<file path="src/rtl/i2s_dac_tx.sv">
// I2S transmitter at the tail of the synth datapath: takes one Q8.16 mix sample per frame,
// clips it to Q1.23 and shifts it out MSB-first on both channels with a one-bit I2S delay.
module i2s_dac_tx #(
    parameter int CLK_DIV   = 4,
    parameter int SLOT_BITS = 32
) (
    input  logic        clk,
    input  logic        rst_n,
    input  logic [23:0] sample_in,
    input  logic        sample_valid,
    output logic        sample_ready,
    output logic        sample_req,
    output logic        bclk,
    output logic        lrclk,
    output logic        sdata,
    output logic        sat_flag,
    output logic        underrun
);
    localparam int FRAME_BITS = 2 * SLOT_BITS;
    localparam int DIV_W      = (CLK_DIV > 1) ? $clog2(CLK_DIV) : 1;
    localparam int BIT_W      = $clog2(FRAME_BITS);

    localparam logic [DIV_W-1:0] DIV_LAST  = DIV_W'(CLK_DIV - 1);
    localparam logic [BIT_W-1:0] BIT_LAST  = BIT_W'(FRAME_BITS - 1);
    localparam logic [BIT_W-1:0] SLOT_LEN  = BIT_W'(SLOT_BITS);
    localparam logic [BIT_W-1:0] DATA_BITS = BIT_W'(24);

    typedef struct packed {
        logic [23:0] word;
        logic        clipped;
    } conv_t;

    // Q8.16 -> Q1.23: in range when the integer bits are pure sign extension.
    function automatic conv_t convert(input logic [23:0] s);
        conv_t r;
        if (s[23:16] == {8{s[23]}}) begin
            r.word    = {s[16:0], 7'b0};
            r.clipped = 1'b0;
        end else begin
            r.word    = s[23] ? 24'h800000 : 24'h7FFFFF;
            r.clipped = 1'b1;
        end
        return r;
    endfunction

    logic [DIV_W-1:0] div_cnt_q, div_cnt_d;
    logic [BIT_W-1:0] bit_cnt_q, bit_cnt_d;
    logic [23:0]      word_q, word_d;
    logic [23:0]      hold_q, hold_d;
    logic             hold_full_q, hold_full_d;
    logic             bclk_q, bclk_d;
    logic             lrclk_q, lrclk_d;
    logic             sdata_q, sdata_d;
    logic             sample_ready_q, sample_ready_d;
    logic             sample_req_q, sample_req_d;
    logic             sat_flag_q, sat_flag_d;
    logic             underrun_q, underrun_d;

    logic             div_last;
    logic             fall_evt;
    logic             frame_end;
    logic             capture;
    logic [BIT_W-1:0] next_bit;
    logic             next_lr;
    logic [BIT_W-1:0] slot_pos;
    logic [4:0]       bit_sel;
    conv_t            src_conv;

    always_comb begin
        // NOTE: every signal written here gets a value on every path first, so no latches form.
        div_last  = (div_cnt_q == DIV_LAST);
        fall_evt  = div_last & bclk_q;
        frame_end = fall_evt & (bit_cnt_q == BIT_LAST);
        capture   = sample_valid & sample_ready_q;

        div_cnt_d    = div_last ? '0 : div_cnt_q + 1'b1;
        bclk_d       = bclk_q ^ div_last;
        bit_cnt_d    = bit_cnt_q;
        word_d       = word_q;
        hold_d       = hold_q;
        hold_full_d  = hold_full_q;
        lrclk_d      = lrclk_q;
        sdata_d      = sdata_q;
        sample_req_d = 1'b0;
        sat_flag_d   = 1'b0;
        underrun_d   = 1'b0;

        // At a boundary the held sample wins; with hold empty a same-cycle capture bypasses.
        src_conv = convert(hold_full_q ? hold_q : sample_in);

        if (frame_end) begin
            sample_req_d = 1'b1;
            if (hold_full_q || capture) begin
                word_d      = src_conv.word;
                sat_flag_d  = src_conv.clipped;
                hold_full_d = 1'b0;
            end else begin
                underrun_d = 1'b1;
            end
        end else if (capture) begin
            hold_d      = sample_in;
            hold_full_d = 1'b1;
        end

        next_bit = frame_end ? '0 : bit_cnt_q + 1'b1;
        next_lr  = (next_bit >= SLOT_LEN);
        slot_pos = next_lr ? next_bit - SLOT_LEN : next_bit;
        bit_sel  = 5'(DATA_BITS - slot_pos);

        // Serial outputs move only on bclk falling so the DAC samples them on a settled rise.
        if (fall_evt) begin
            bit_cnt_d = next_bit;
            lrclk_d   = next_lr;
            sdata_d   = (slot_pos != '0 && slot_pos <= DATA_BITS) ? word_d[bit_sel] : 1'b0;
        end

        sample_ready_d = ~hold_full_d;
    end

    always_ff @(posedge clk) begin
        // NOTE: state registers use non-blocking assignments so every flop samples pre-edge values.
        if (!rst_n) begin
            div_cnt_q      <= '0;
            bit_cnt_q      <= '0;
            word_q         <= '0;
            hold_full_q    <= 1'b0;
            bclk_q         <= 1'b0;
            lrclk_q        <= 1'b0;
            sdata_q        <= 1'b0;
            sample_ready_q <= 1'b0;
            sample_req_q   <= 1'b0;
            sat_flag_q     <= 1'b0;
            underrun_q     <= 1'b0;
        end else begin
            div_cnt_q      <= div_cnt_d;
            bit_cnt_q      <= bit_cnt_d;
            word_q         <= word_d;
            hold_full_q    <= hold_full_d;
            bclk_q         <= bclk_d;
            lrclk_q        <= lrclk_d;
            sdata_q        <= sdata_d;
            sample_ready_q <= sample_ready_d;
            sample_req_q   <= sample_req_d;
            sat_flag_q     <= sat_flag_d;
            underrun_q     <= underrun_d;
        end
    end

    // NOTE: the hold data needs no reset; hold_full_q alone decides whether it is meaningful.
    always_ff @(posedge clk) begin
        hold_q <= hold_d;
    end

    assign sample_ready = sample_ready_q;
    assign sample_req   = sample_req_q;
    assign bclk         = bclk_q;
    assign lrclk        = lrclk_q;
    assign sdata        = sdata_q;
    assign sat_flag     = sat_flag_q;
    assign underrun     = underrun_q;

endmodule

</file>
<file path="config.mk">
export PLATFORM = sky130hd
export DESIGN_NAME = i2s_dac_tx
export DESIGN_NICKNAME = d
export VERILOG_FILES = /design/src/rtl/i2s_dac_tx.sv
export SDC_FILE = /design/constraint.sdc
export NUM_CORES = 1
export LEC_CHECK = 0
export ABC_CLOCK_PERIOD_IN_PS = 2500
export BUFFER_PORTS_ARGS = -buffer_cell sky130_fd_sc_hd__buf_2
export CORE_UTILIZATION = 35
export DETAILED_ROUTE_END_ITERATION = 6
export MAX_ROUTING_LAYER = met4
export PLACE_DENSITY = 0.61
export SLEW_MARGIN = 30
export SYNTH_ARGS = -nofsm -noshare
export SYNTH_HDL_FRONTEND = slang
export SYNTH_SLANG_ARGS = --single-unit
</file>
<file path="constraint.sdc">
create_clock -name clk -period 2.5 [get_ports clk]
set_input_delay 0.5 -clock clk [delete_from_list [all_inputs] [get_ports clk]]
set_output_delay 0.5 -clock clk [all_outputs]
set_load 0.03 [all_outputs]
</file>
==> results.cfg <==
[critical_path]
rrSetupSlack_ns = 0.14
r2r_start = div_cnt_q[0]$_SDFF_PP0_
crit_type = flop to flop
cp.required_ns = 2.76
reg2regPathDepth = 9
r2r-end = sdata$_SDFFE_PN0P_
start_kind = flop
worstSetupEndpointType = flop
cp_max_fo = 6
arrival_ns = 2.62

[floorplan]
row_count = 33
die_w_um = 93.83
initial_core_util_pct = 36.10
boundaryPins = 34
die_area_um2 = 8804
die_h_um = 93.83
core_um2 = 8175

[detailed_routing]
wl_met3_um = 217
routed.top_layer = met4
num_vias = 2273
drtIter0Drc = 194
first_pass_iters = 4
antenna_left = 0
wl_um = 6446
via_per_inst = 5.178
met1_length_um = 3151
wl_met2_um = 2931
post_drt_wl_per_cell_um = 14.68
drcViolationCount = 0

[power]
p_per_area_nw_per_um2 = 597.2
leakage_uw = 0.001384
combPwrFrac_pct = 6.6
p_int_uw = 1623
power.total_uw = 2118
swShare_pct = 23.40
p_clk_share_pct = 40.4
vdd_ir_drop_max_mv = 0.2460
p_seq_share_pct = 53.0
power.switching_uw = 495.6

[clock_tree]
cts.clk_slew.worst_paths_ns = 0.07
post_cts_buffers = 0
clock_sinks = 64
clock_latency_ns = 0.35
clock_path_buffers = 2
cts_buffers = 9
cts_tree = built
cts-root-buf = clkbuf_8
h-tree-depth = 3

[status]
status = completed

[sta]
slew_headroom_pct = 67.16
rsz0062_at_grt = false
period_minus_slack_ns = 2.364
hold_violations = 0
tightest_slew_ns = 0.4909
fin_setup_tns_ns = 0
fmax_mhz = 423.1
setup_viol = 0
final_max_slew_viol_count = 0
fin_crit_sh_pct = 94.54
finClkSkew_ns = 0.01167
hold_slack_ns = 0.3372

[placed_design]
dp.cells = 423
globalplace.congestion = 0.8609
portBuffers = 33
hpwl_um = 4710

[global_route]
antenna_found_initial = 0
grt_pass1_wl_um = 10730
grt_pass1_vias = 2219
grt_util_all_layers_pct = 16.65
grt_max_degree = 33
grt-ovfl-total = 0

[logic_synthesis]
ys_async_sr_fraction_pct = 0
synth_edf_count = 24
synth-seq-area-share_pct = 51.55
yosysWarnings = 0
synthCells = 281
ys_types = 55
ys_ff_latch = 64
mappedNetlistArea_um2 = 2952
avgSynthCellArea_um2 = 10.50
synth_nets = 311
ys.flop_type = dfxtp_1

[hold_path]
min_path_type = primary input to flop
hold_path_end = hold_q[7]$_DFFE_PP_
holdPathStages = 1
hp-start = sample_in[7]

[cells_and_area]
final_nets = 359
final_layout_size_suffix_gt1_share_pct = 24.25
final_util_pct = 43.39
syn_to_final_growth_pct = 20.18
instances_no_fill = 439
fill_cells = 815
diodes = 0

[job]
cap_violations = 0
-- per-layer routing --
layer  vias to the layer above  track usage [%]
met5                         -                -
met4                         0            7.692
met3                        11            4.126
met2                        42            25.00
met1                      1072            21.07
li1                       1148                -
-- worst max-delay path, stage by stage, from the launching register on --
cell and delay [ns]:
dfxtp_1 0.34, ha_1 0.19, ha_1 0.18, and4_4 0.24
nand3_4 0.12, a211oi_4 0.36, o22ai_1 0.14, a221oi_1 0.34
o41ai_1 0.13, a311oi_2 0.23
-- logic make-up (layout without fill, tap and decap cells) --
group,count (synthesis),after routing,share of synthesized area [%]
AND/OR/NAND/NOR,95,95,16.66
AO/OA/AOI/OAI,74,74,19.03
flip-flops,64,64,51.55
multiplexers,21,21,7.206
buffers and inverters,18,71,2.501
XOR/XNOR,6,6,1.780
adder cells (fa/ha/maj),3,3,1.272
-- repair_timing --
item	4_1_cts	5_1_grt
endpoints found under the setup margin	0	1
gates resized for setup	0	6
hold buffers	0	0
hold endpoints to repair	0	0
-- cell usage after synthesis, drive strengths merged (6+ instances only) --
cell     n  share of area, %
buf      7               1.1
xnor2    6               1.8
nand2   19               2.4
nand4    6               1.3
clkbuf   8               1.0
a21boi   6               1.5
nor2    28               3.6
and2     6               1.3
a21oi    9               1.5
edfxtp  24                24
dfxtp   40                27
o21ai   18               3.1
mux2i   19               6.4
nor2b    6               1.3
nand3    7               1.4
o211a    7               2.4
-- cell usage in the layout, fill, tap and decap left out, types with 3 or more instances in the layout --
master      instances
and3b_1             3
a221oi_1            3
o22ai_1             5
o21ai_0            17
dfxtp_1            40
or2_2               3
mux2i_1            19
o31a_1              3
ha_1                3
and3_1              4
nor3_1              3
nor2_1             28
nand2_1            19
clkbuf_8            9
a21boi_0            5
buf_4              19
and2_1              6
nor2b_1             6
o211a_1             7
clkinvlp_4          3
inv_1               3
xnor2_1             6
a21o_1              3
a21oi_1             9
nand4_1             6
nand3_1             6
buf_2              33
edfxtp_1           24
nand2b_1            3
-- how the worst max path moves through the flow --
stage / end / startpoint / slack (ns)
3_3_place_gp: sdata$_SDFFE_PN0P_ / div_cnt_q[0]$_SDFF_PP0_ / 0.16
2_1_floorplan: sdata$_SDFFE_PN0P_ / bclk$_SDFF_PN0_ / 0.19
5_1_grt: sdata$_SDFFE_PN0P_ / hold_full_q$_SDFF_PN0_ / 0.009
6_report: sdata$_SDFFE_PN0P_ / div_cnt_q[0]$_SDFF_PP0_ / 0.14
4_1_cts: sdata$_SDFFE_PN0P_ / div_cnt_q[0]$_SDFF_PP0_ / 0.04
3_5_place_dp: sdata$_SDFFE_PN0P_ / div_cnt_q[0]$_SDFF_PP0_ / 0.08
-- stage by stage --
stage                     cell area (um^2)  setup WS, ns
after CTS                             3516       0.04327
after floorplan                       2952        0.1878
after global placement                3328        0.1570
final                                 3547        0.1365
after global routing                  3547      0.009381
after detailed placement              3328       0.07720
-- sequential cells by signal, summed over array words and instances, names as in the netlist --
name,cells
bclk,1
hold_q,24
lrclk,1
underrun,1
sdata,1
div_cnt_q,2
bit_cnt_q,6
sat_flag,1
hold_full_q,1
sample_ready,1
word_q,24
sample_req,1
-- power groups by stage --
stage          Clock [uW]  Combinational (uW)  Sequential (uW)
2_1_floorplan           0                76.9             1150
3_3_place_gp            0                 138             1140
3_5_place_dp            0                 141             1150
4_1_cts               876                 141             1120
5_1_grt               922                 158             1120
6_report              856                 140             1120
-- area by class of cell --
| class | instances | area [um^2] | share of cell area [%] |
|---|---|---|---|
| multi-input combinational | 199 | 1388 | 39.12 |
| inverter | 3 | 11.26 | 0.3175 |
| tap | 105 | 131.4 | 3.704 |
| clock buffer | 10 | 127.6 | 3.598 |
| timing repair buffer | 52 | 307.8 | 8.677 |
| clock inverter | 6 | 60.06 | 1.693 |
| sequential | 64 | 1521 | 42.89 |
Note: power is estimated with default switching activity, not from simulation.
